--- src/rtl/cpu_pkg.sv ---
// Shared types and field positions for the 8-bit common-bus CPU control path.
package cpu_pkg;

    typedef enum logic [3:0] {
        OpNop  = 4'd0,
        OpLdi  = 4'd1,
        OpAdd  = 4'd2,
        OpSub  = 4'd3,
        OpAnd  = 4'd4,
        OpOr   = 4'd5,
        OpXor  = 4'd6,
        OpJmp  = 4'd7,
        OpHalt = 4'd15
    } opcode_t;

    typedef enum logic [2:0] {
        AluAdd = 3'd0,
        AluSub = 3'd1,
        AluAnd = 3'd2,
        AluOr  = 3'd3,
        AluXor = 3'd4
    } alu_op_t;

    typedef enum logic [1:0] {
        BUS_PC  = 2'b00,
        BUS_IR  = 2'b01,
        BUS_ALU = 2'b10,
        BUS_RF  = 2'b11
    } bus_sel_t;

    typedef enum logic [3:0] {
        StFetch,
        StDecode,
        StSelA,
        StRdA,
        StSelB,
        StRdB,
        StSelD,
        StWb,
        StJmp,
        StHalt
    } ctrl_state_t;

    typedef enum logic [2:0] {
        ClsNop,
        ClsLdi,
        ClsAlu,
        ClsJmp,
        ClsHalt
    } instr_class_t;

    localparam int unsigned OpcodeMsb = 13;
    localparam int unsigned OpcodeLsb = 10;
    localparam int unsigned RdMsb     = 9;
    localparam int unsigned RdLsb     = 8;
    localparam int unsigned RsMsb     = 7;
    localparam int unsigned RsLsb     = 6;

endpackage

--- src/rtl/instr_decode.sv ---
// Combinational opcode decoder: instruction class, ALU function and illegal flag.
module instr_decode
    import cpu_pkg::*;
(
    input  logic [3:0] opcode,
    output logic [2:0] iclass,
    output logic [2:0] alu_op,
    output logic       illegal
);

    always_comb begin
        iclass  = ClsNop;
        alu_op  = AluAdd;
        illegal = 1'b0;
        case (opcode)
            OpNop:  iclass = ClsNop;
            OpLdi:  iclass = ClsLdi;
            OpAdd:  begin iclass = ClsAlu; alu_op = AluAdd; end
            OpSub:  begin iclass = ClsAlu; alu_op = AluSub; end
            OpAnd:  begin iclass = ClsAlu; alu_op = AluAnd; end
            OpOr:   begin iclass = ClsAlu; alu_op = AluOr;  end
            OpXor:  begin iclass = ClsAlu; alu_op = AluXor; end
            OpJmp:  iclass = ClsJmp;
            OpHalt: iclass = ClsHalt;
            // Undefined opcodes behave as NOP but are flagged.
            default: illegal = 1'b1;
        endcase
    end

endmodule

--- src/rtl/control_sequencer.sv ---
// Multi-cycle control FSM: fetch over a req/valid handshake, decode, then one bus
// transfer per cycle through the register-select, operand and write-back steps.
module control_sequencer
    import cpu_pkg::*;
(
    input  logic        clock,
    input  logic        reset_n,
    input  logic        instr_valid,
    input  logic [13:0] ir,
    output logic        instr_req,
    output logic        ir_load_en,
    output logic        pc_inc,
    output logic        pc_load_en,
    output logic        sel_field_load_en,
    output logic [1:0]  reg_address,
    output logic        alu_src1_load_en,
    output logic        alu_src2_load_en,
    output logic        rf_write_read,
    output logic [1:0]  data_bus_sel,
    output logic [2:0]  alu_op,
    output logic        halted,
    output logic        illegal_op
);

    ctrl_state_t state_q, state_d;
    logic [3:0]  opcode_q;
    logic [1:0]  rd_q, rs_q;
    logic        illegal_q, illegal_d;
    bus_sel_t    bus_sel;

    logic [3:0]  dec_opcode;
    logic [2:0]  dec_class;
    logic [2:0]  dec_alu_op;
    logic        dec_illegal;
    logic        unused_ir_low;

    assign unused_ir_low = ^ir[5:0];

    // DECODE looks at the live IR; every later state works off the captured opcode.
    assign dec_opcode = (state_q == StDecode) ? ir[OpcodeMsb:OpcodeLsb] : opcode_q;

    instr_decode u_decode (
        .opcode  (dec_opcode),
        .iclass  (dec_class),
        .alu_op  (dec_alu_op),
        .illegal (dec_illegal)
    );

    always_ff @(posedge clock or negedge reset_n) begin
        if (!reset_n) begin
            state_q   <= StFetch;
            opcode_q  <= '0;
            rd_q      <= '0;
            rs_q      <= '0;
            illegal_q <= 1'b0;
        end else begin
            state_q   <= state_d;
            illegal_q <= illegal_d;
            if (state_q == StDecode) begin
                opcode_q <= ir[OpcodeMsb:OpcodeLsb];
                rd_q     <= ir[RdMsb:RdLsb];
                rs_q     <= ir[RsMsb:RsLsb];
            end
        end
    end

    always_comb begin
        state_d           = state_q;
        illegal_d         = illegal_q;
        instr_req         = 1'b0;
        ir_load_en        = 1'b0;
        pc_inc            = 1'b0;
        pc_load_en        = 1'b0;
        sel_field_load_en = 1'b0;
        reg_address       = 2'b00;
        alu_src1_load_en  = 1'b0;
        alu_src2_load_en  = 1'b0;
        rf_write_read     = 1'b0;
        bus_sel           = BUS_PC;
        alu_op            = 3'd0;
        halted            = 1'b0;
        // Outputs are forced quiet for the whole time reset is held.
        if (reset_n) begin
            unique case (state_q)
                StFetch: begin
                    instr_req = 1'b1;
                    if (instr_valid) begin
                        ir_load_en = 1'b1;
                        pc_inc     = 1'b1;
                        state_d    = StDecode;
                    end
                end
                StDecode: begin
                    if (dec_illegal) illegal_d = 1'b1;
                    case (dec_class)
                        ClsLdi:  state_d = StSelD;
                        ClsAlu:  state_d = StSelA;
                        ClsJmp:  state_d = StJmp;
                        ClsHalt: state_d = StHalt;
                        default: state_d = StFetch;
                    endcase
                end
                StSelA: begin
                    reg_address       = rd_q;
                    sel_field_load_en = 1'b1;
                    state_d           = StRdA;
                end
                StRdA: begin
                    bus_sel          = BUS_RF;
                    alu_src1_load_en = 1'b1;
                    state_d          = StSelB;
                end
                StSelB: begin
                    reg_address       = rs_q;
                    sel_field_load_en = 1'b1;
                    state_d           = StRdB;
                end
                StRdB: begin
                    bus_sel          = BUS_RF;
                    alu_src2_load_en = 1'b1;
                    state_d          = StSelD;
                end
                StSelD: begin
                    reg_address       = rd_q;
                    sel_field_load_en = 1'b1;
                    state_d           = StWb;
                end
                StWb: begin
                    rf_write_read = 1'b1;
                    if (dec_class == ClsAlu) begin
                        bus_sel = BUS_ALU;
                        alu_op  = dec_alu_op;
                    end else begin
                        bus_sel = BUS_IR;
                    end
                    state_d = StFetch;
                end
                StJmp: begin
                    bus_sel    = BUS_IR;
                    pc_load_en = 1'b1;
                    state_d    = StFetch;
                end
                StHalt: halted = 1'b1;
                default: state_d = StFetch;
            endcase
        end
    end

    assign data_bus_sel = bus_sel;
    assign illegal_op   = illegal_q;

endmodule
--- config.mk ---
export PLATFORM = sky130hd
export DESIGN_NAME = control_sequencer
export DESIGN_NICKNAME = d
export VERILOG_FILES = /design/src/rtl/cpu_pkg.sv /design/src/rtl/instr_decode.sv /design/src/rtl/control_sequencer.sv
export SDC_FILE = /design/constraint.sdc
export NUM_CORES = 1
export LEC_CHECK = 0
export CELL_PAD_IN_SITES_DETAIL_PLACEMENT = 0
export CELL_PAD_IN_SITES_GLOBAL_PLACEMENT = 1
export CORE_MARGIN = 2
export CORE_UTILIZATION = 31
export DETAILED_ROUTE_END_ITERATION = 7
export PLACE_DENSITY = 0.8
export SLEW_MARGIN = 20
export SYNTH_ARGS = -nofsm -noshare
export SYNTH_HDL_FRONTEND = slang
export SYNTH_SLANG_ARGS = --single-unit
--- constraint.sdc ---
create_clock -name clock -period 2.2 [get_ports clock]
set_clock_uncertainty 0.15 [all_clocks]
set_input_delay 0.22 -clock clock [delete_from_list [all_inputs] [get_ports clock]]
set_output_delay 0.22 -clock clock [all_outputs]
set_load 0.05 [all_outputs]
; ---- Word level (Yosys, flattened, before mapping)
; Cells that the tools add are included.
[op_classes]
n_eq_ne = 22
n_mux = 31
n_bitwise = 2
n_reduce_logical = 9
[op_table]
columns = cell, count
row1 = $eq 4x3->1 const B, 8
row2 = $pmux 4 s8, 1
row3 = $pmux 3 s4, 2
row4 = $mux 1, 17
row5 = $eq 4x2->1 const B, 4
row6 = $pmux 4 s4, 1
row7 = $eq 4x4->1 const B, 3
row8 = $mux 3, 3
row9 = $reduce_or 9->1, 1
row10 = $eq 4x1->1 const B, 2
row11 = $logic_not 4->1, 2
row12 = $mux 4, 2
row13 = $eq 3x2->1 const B, 2
row14 = $mux 2, 3
row15 = $pmux 2 s3, 1
row16 = $reduce_and 3->1, 2
row17 = $reduce_or 5->1, 1
row18 = $pmux 2 s2, 1
row19 = $reduce_or 2->1, 2
row20 = $eq 3x1->1 const B, 1
row21 = $eq 3x3->1 const B, 1
row22 = $reduce_or 3->1, 1
row23 = $ne 2x2->1 const B, 1
row24 = $not 1->1, 2
[totals]
reg_bits = 13
word_cells = 69

; ---- Depth between registers and ports, before layout
[logic_depth]
word_depth = 9
ltp_mapped = 6
depth_no_buf = 4

; ---- Hierarchy
; From an unflattened synthesis, not the netlist that was laid out.
[unflattened]
hier_cells = 107
hier_area_um2 = 984.7
[modules_own_cells]
columns = mod, seq_area_each_um2, instances, cells_each, area_each_um2
row1 = control_sequencer, 325.3, 1, 94, 917.1
row2 = instr_decode, 0.0, 1, 13, 67.6

; ---- Worst setup path after synthesis
; No wires, ideal clock.
[synth_path]
path_type = reg-to-output
startpoint = register state_q[3]
endpoint = output port alu_op[2]
stages_incl_launch_ff = 6
slack_ns = -1.034
arrival_ns = 2.864
required_time_ns = 1.830
cell_sequence = dfrtp_1 > buf_2 > nand2b_1 > nor2_1 > nand2b_1 > a211oi_1
[synth_between]
elab_chain_len = 9
[synth_lines]
columns = element, line_no
row1 = from (decl), control_sequencer.sv:25  ; ctrl_state_t state_q, state_d;
row2 = from (signal assigned), control_sequencer.sv:51  ; state_q <= StFetch;
row3 = from (signal assigned), control_sequencer.sv:57  ; state_q <= state_d;
row4 = $eq 4x1->1, control_sequencer.sv:40  ; assign dec_opcode = (state_q == StDecode) ? ir[OpcodeMsb:OpcodeLsb] : opcode_q;
row5 = $mux 4, n/a
row6 = $eq 4x2->1 or $eq 4x3->1 (tied branches), instr_decode.sv:15  ; case (opcode)
row7 = $reduce_or 5->1 (no source line), n/a
row8 = $pmux 3 s4, instr_decode.sv:15
row9 = $eq 3x2->1, control_sequencer.sv:130  ; if (dec_class == ClsAlu) begin
row10 = $mux 3, control_sequencer.sv:130
row11 = $mux 3 *, control_sequencer.sv:84  ; unique case (state_q)
row12 = $mux 3 *, control_sequencer.sv:83  ; if (reset_n) begin
row13 = to (decl), control_sequencer.sv:20  ; output logic [2:0] alu_op,
; Every way passes the cells marked *; elsewhere a longest branch is shown, timed or not.

; ---- Final worst setup path
[layout_path]
startpoint = register state_q[2]
endpoint = output port alu_op[2]
[layout_between]
elab_chain_len = 9
[layout_lines]
columns = element, line_no
row1 = $eq 4x1->1 *, control_sequencer.sv:40
row2 = $mux 4 *, n/a
row3 = via dec_opcode[0], control_sequencer.sv:31  ; logic [3:0] dec_opcode;
row4 = $eq 4x2->1 or $eq 4x3->1 (tied branches), instr_decode.sv:15
row5 = $reduce_or 5->1 (no source line), n/a
row6 = $pmux 3 s4, instr_decode.sv:15
row7 = $eq 3x2->1, control_sequencer.sv:130
row8 = $mux 3 *, control_sequencer.sv:130
row9 = $mux 3 *, control_sequencer.sv:84
row10 = $mux 3 *, control_sequencer.sv:83
; The timed path passes the listed nets; every way through them passes the cells marked *.

==> results.sh <==
export IMPL_syn2layout_area_growth_pct=74.5
export IMPL_finalWirelength_mm=2.32
export IMPL_antenna_found_initial=0
export IMPL_leakage_uw=0.000629
export IMPL_start_util_pct=31.9
export IMPL_rows=19
export IMPL_drt_pass1_iter_count=4
export IMPL_detailed_place_hpwl_mm=1.70
export IMPL_synth_ff_type="dfrtp_1"
export IMPL_vias=863
export IMPL_synth_mux_area_share_pct=10.0
export IMPL_nets=150
export IMPL_dp_cells=156
export IMPL_drv_cap=0
export IMPL_die_area_mm2=0.00322
export IMPL_route_detailed_drc=0
export IMPL_cts_sinks=13
export IMPL_fp_dieH_um=56.8
export IMPL_syn_nets=113
export IMPL_drtAntennaViolNets=0
export IMPL_core_mm2=0.00271
export IMPL_diodes=0
export IMPL_synth_seq_cells=13
export IMPL_grt_pass1_wl_mm=3.93
export IMPL_violations="negative setup slack"
export IMPL_gp_congestion=0.818
export IMPL_hold_class="input pin to async pin"
export IMPL_final_util_pct=55.6
export IMPL_clkTransAtPathRegs_ns=0.08
export IMPL_cts_buffers=3
export IMPL_yosysWarnings=0
export IMPL_insertion_delay_ns=0.27
export IMPL_grt_max_degree=23
export IMPL_clockBufferDepth=2
export IMPL_wl_met1_mm=1.01
export IMPL_placed_area_mm2=0.00141
export IMPL_min_period_over_period_pct=109
export IMPL_drt_iter0_drc=24
export IMPL_synth_top_family_by_area="simple AND/OR/NAND/NOR gates"
export IMPL_met2_length_mm=1.25
export IMPL_reg2reg_depth=5
export IMPL_cp_end_kind="output pin"
export IMPL_rsz0062_at_grt="true"
export IMPL_place_ws_ns=0.0152
export IMPL_synth_edf_count=0
export IMPL_synthAdderAreaFrac_pct=0
export IMPL_cp_cell_sequence="nor4b_4, buf_6, mux2i_4, inv_2, a211oi_4, buf_12"
export IMPL_synthArstFlopShare_pct=100
export IMPL_top_layer="met4"
export IMPL_drv_slew=0
export IMPL_synth_cell_area_um2=863
export IMPL_crit_slowest_cell="dfrtp_1"
export IMPL_stdcell_count=163
export IMPL_cp_max_fo=5
export IMPL_die_x_um=56.8
export IMPL_fmax_mhz=416
export IMPL_synthDistinctLibCells=33
export IMPL_vdd_drop_max_v=0.000744
export IMPL_cpLargestDelayFamily="buffers and inverters"
export IMPL_worstSetupStartpointType="register"
export IMPL_io_pins=34
export IMPL_first_global_vias=876
export IMPL_hold_buffers=0
export IMPL_yosysSeqAreaShare_pct=37.7
export IMPL_hold_violations=0
export IMPL_vias_per_cell=5.29
export IMPL_crit_type="register to output pin"
export IMPL_worst_slack_ns=-0.203
export IMPL_grt_overflow_total=0
export IMPL_synthCells=96
export IMPL_cp_arrival_ns=2.03
export IMPL_layout_commonest_cell="buf_12"
export IMPL_layout_common_cells="16 x buf_12, 13 x dfrtp_1, 11 x clkdlybuf4s50_1, 10 x buf_4, 8 x nor2_1"
export IMPL_crit_reg2reg_launch="state_q[2]"
export IMPL_cp_required_ns=1.83
export IMPL_relSlewSlack_pct=67.2
export IMPL_wl_met3_um=56
export IMPL_crit_buf_inv=3
export IMPL_wire_per_inst_um=14.2
export IMPL_cp_startpoint="state_q[2]"
export IMPL_postSynthAreaPerCell_um2=8.99
export IMPL_synth_xor_xnor_area_share_pct=1.01
export IMPL_fill_cells=255
export IMPL_tightest_slew_ns=0.491
export IMPL_rr_endpoint="rd_q[0]"
export IMPL_setup_viol=3
export IMPL_regToRegSetupSlack_ns=0.34
export IMPL_power_density_mw_per_mm2=1240
export IMPL_cp_slowest_stage_delay_ns=0.42
export IMPL_root_buffer="clkbuf_4"
export IMPL_status="finished with violations"
export IMPL_track_usage_pct=15.8
export IMPL_htreeDepth=1
export IMPL_final_area_mm2=0.00151
export IMPL_period_needed_ns=2.40
export IMPL_io_buffers=27
export IMPL_cts_tree="built"
export IMPL_drive_gt1_share_pct=38.6
export IMPL_synth_simple_gate_area_share_pct=29.6
export IMPL_synth_compound_area_share_pct=14.2
-- layout make-up --
class	instances	area [um^2]	share of cell area (%)
flip-flops and latches	13	325	21.6
multi-input cells	71	569	37.8
repair buffers	39	528	35.0
well taps	31	38.8	2.57
inverters	5	18.8	1.25
clock buffers	4	26.3	1.74
-- timing repair --
| item | CTS | global route |
|---|---|---|
| setup buffers | 3 | 0 |
| pin swaps | 2 | 3 |
| endpoints found under the setup margin | 3 | 6 |
| gates cloned | 0 | 0 |
| gates resized for setup | 8 | 4 |
-- cell families (layout without fill, tap and decap cells) --
family / count (synthesis) / after routing
and+or+nand+nor: 45 / 45
buffers and inverters: 12 / 48
muxes: 8 / 8
AOI/OAI and AO/OA: 17 / 17
DFF: 13 / 13
xor gates and xnor gates: 1 / 1
-- sequential cells by signal (all words and copies together), names as in the netlist --
name,count
rd_q,2
illegal_op,1
state_q,4
rs_q,2
opcode_q,4
-- worst max path at each step --
stage                           to  slack [ns]  depth (start not counted)
floorplan           reg_address[0]        -0.1                          3
finish                   alu_op[2]       -0.20                          6
CTS                      alu_op[0]       -0.21                          6
global placement         alu_op[1]        0.09                          6
detailed placement       alu_op[1]        0.02                          6
global route             alu_op[2]       -0.30                          6
-- synth_stat cells (2+ instances only) --
library cell	count	area share [%]
and3_1	4	2.9
o21a_1	2	1.7
nor4b_1	2	2.0
a21oi_1	3	1.7
nor2_1	9	3.9
o21ai_0	2	1.2
nand3_1	4	2.3
nand2_1	4	1.7
nor3_1	12	7.0
nand2b_1	4	2.9
buf_6	2	2.6
mux2i_1	3	3.5
dfrtp_1	13	38
inv_1	5	2.2
a22oi_1	3	2.6
mux2_2	5	6.5
clkbuf_1	3	1.3
-- per-layer routing --
metal,vias to the layer above,global-route usage (%)
met1,418,18.9
met5,-,0
li1,423,-
met3,2,3.46
met2,20,27.1
met4,0,6.98
-- through the flow --
stage	setup TNS (ns)	power [uW]	hold WS [ns]
floorplan	-0.361	1180	-0.226
global route	-0.838	1990	0.292
global placement	0	1570	0.303
finish	-0.541	1870	0.256
CTS	-0.590	1850	0.253
detailed placement	0	1590	0.296
-- power by group --
part | internal (uW) | switching, uW
logic | 597 | 677
registers | 352 | 96.0
clock network | 70.3 | 81.9
Power figures use the tool's default switching activity.
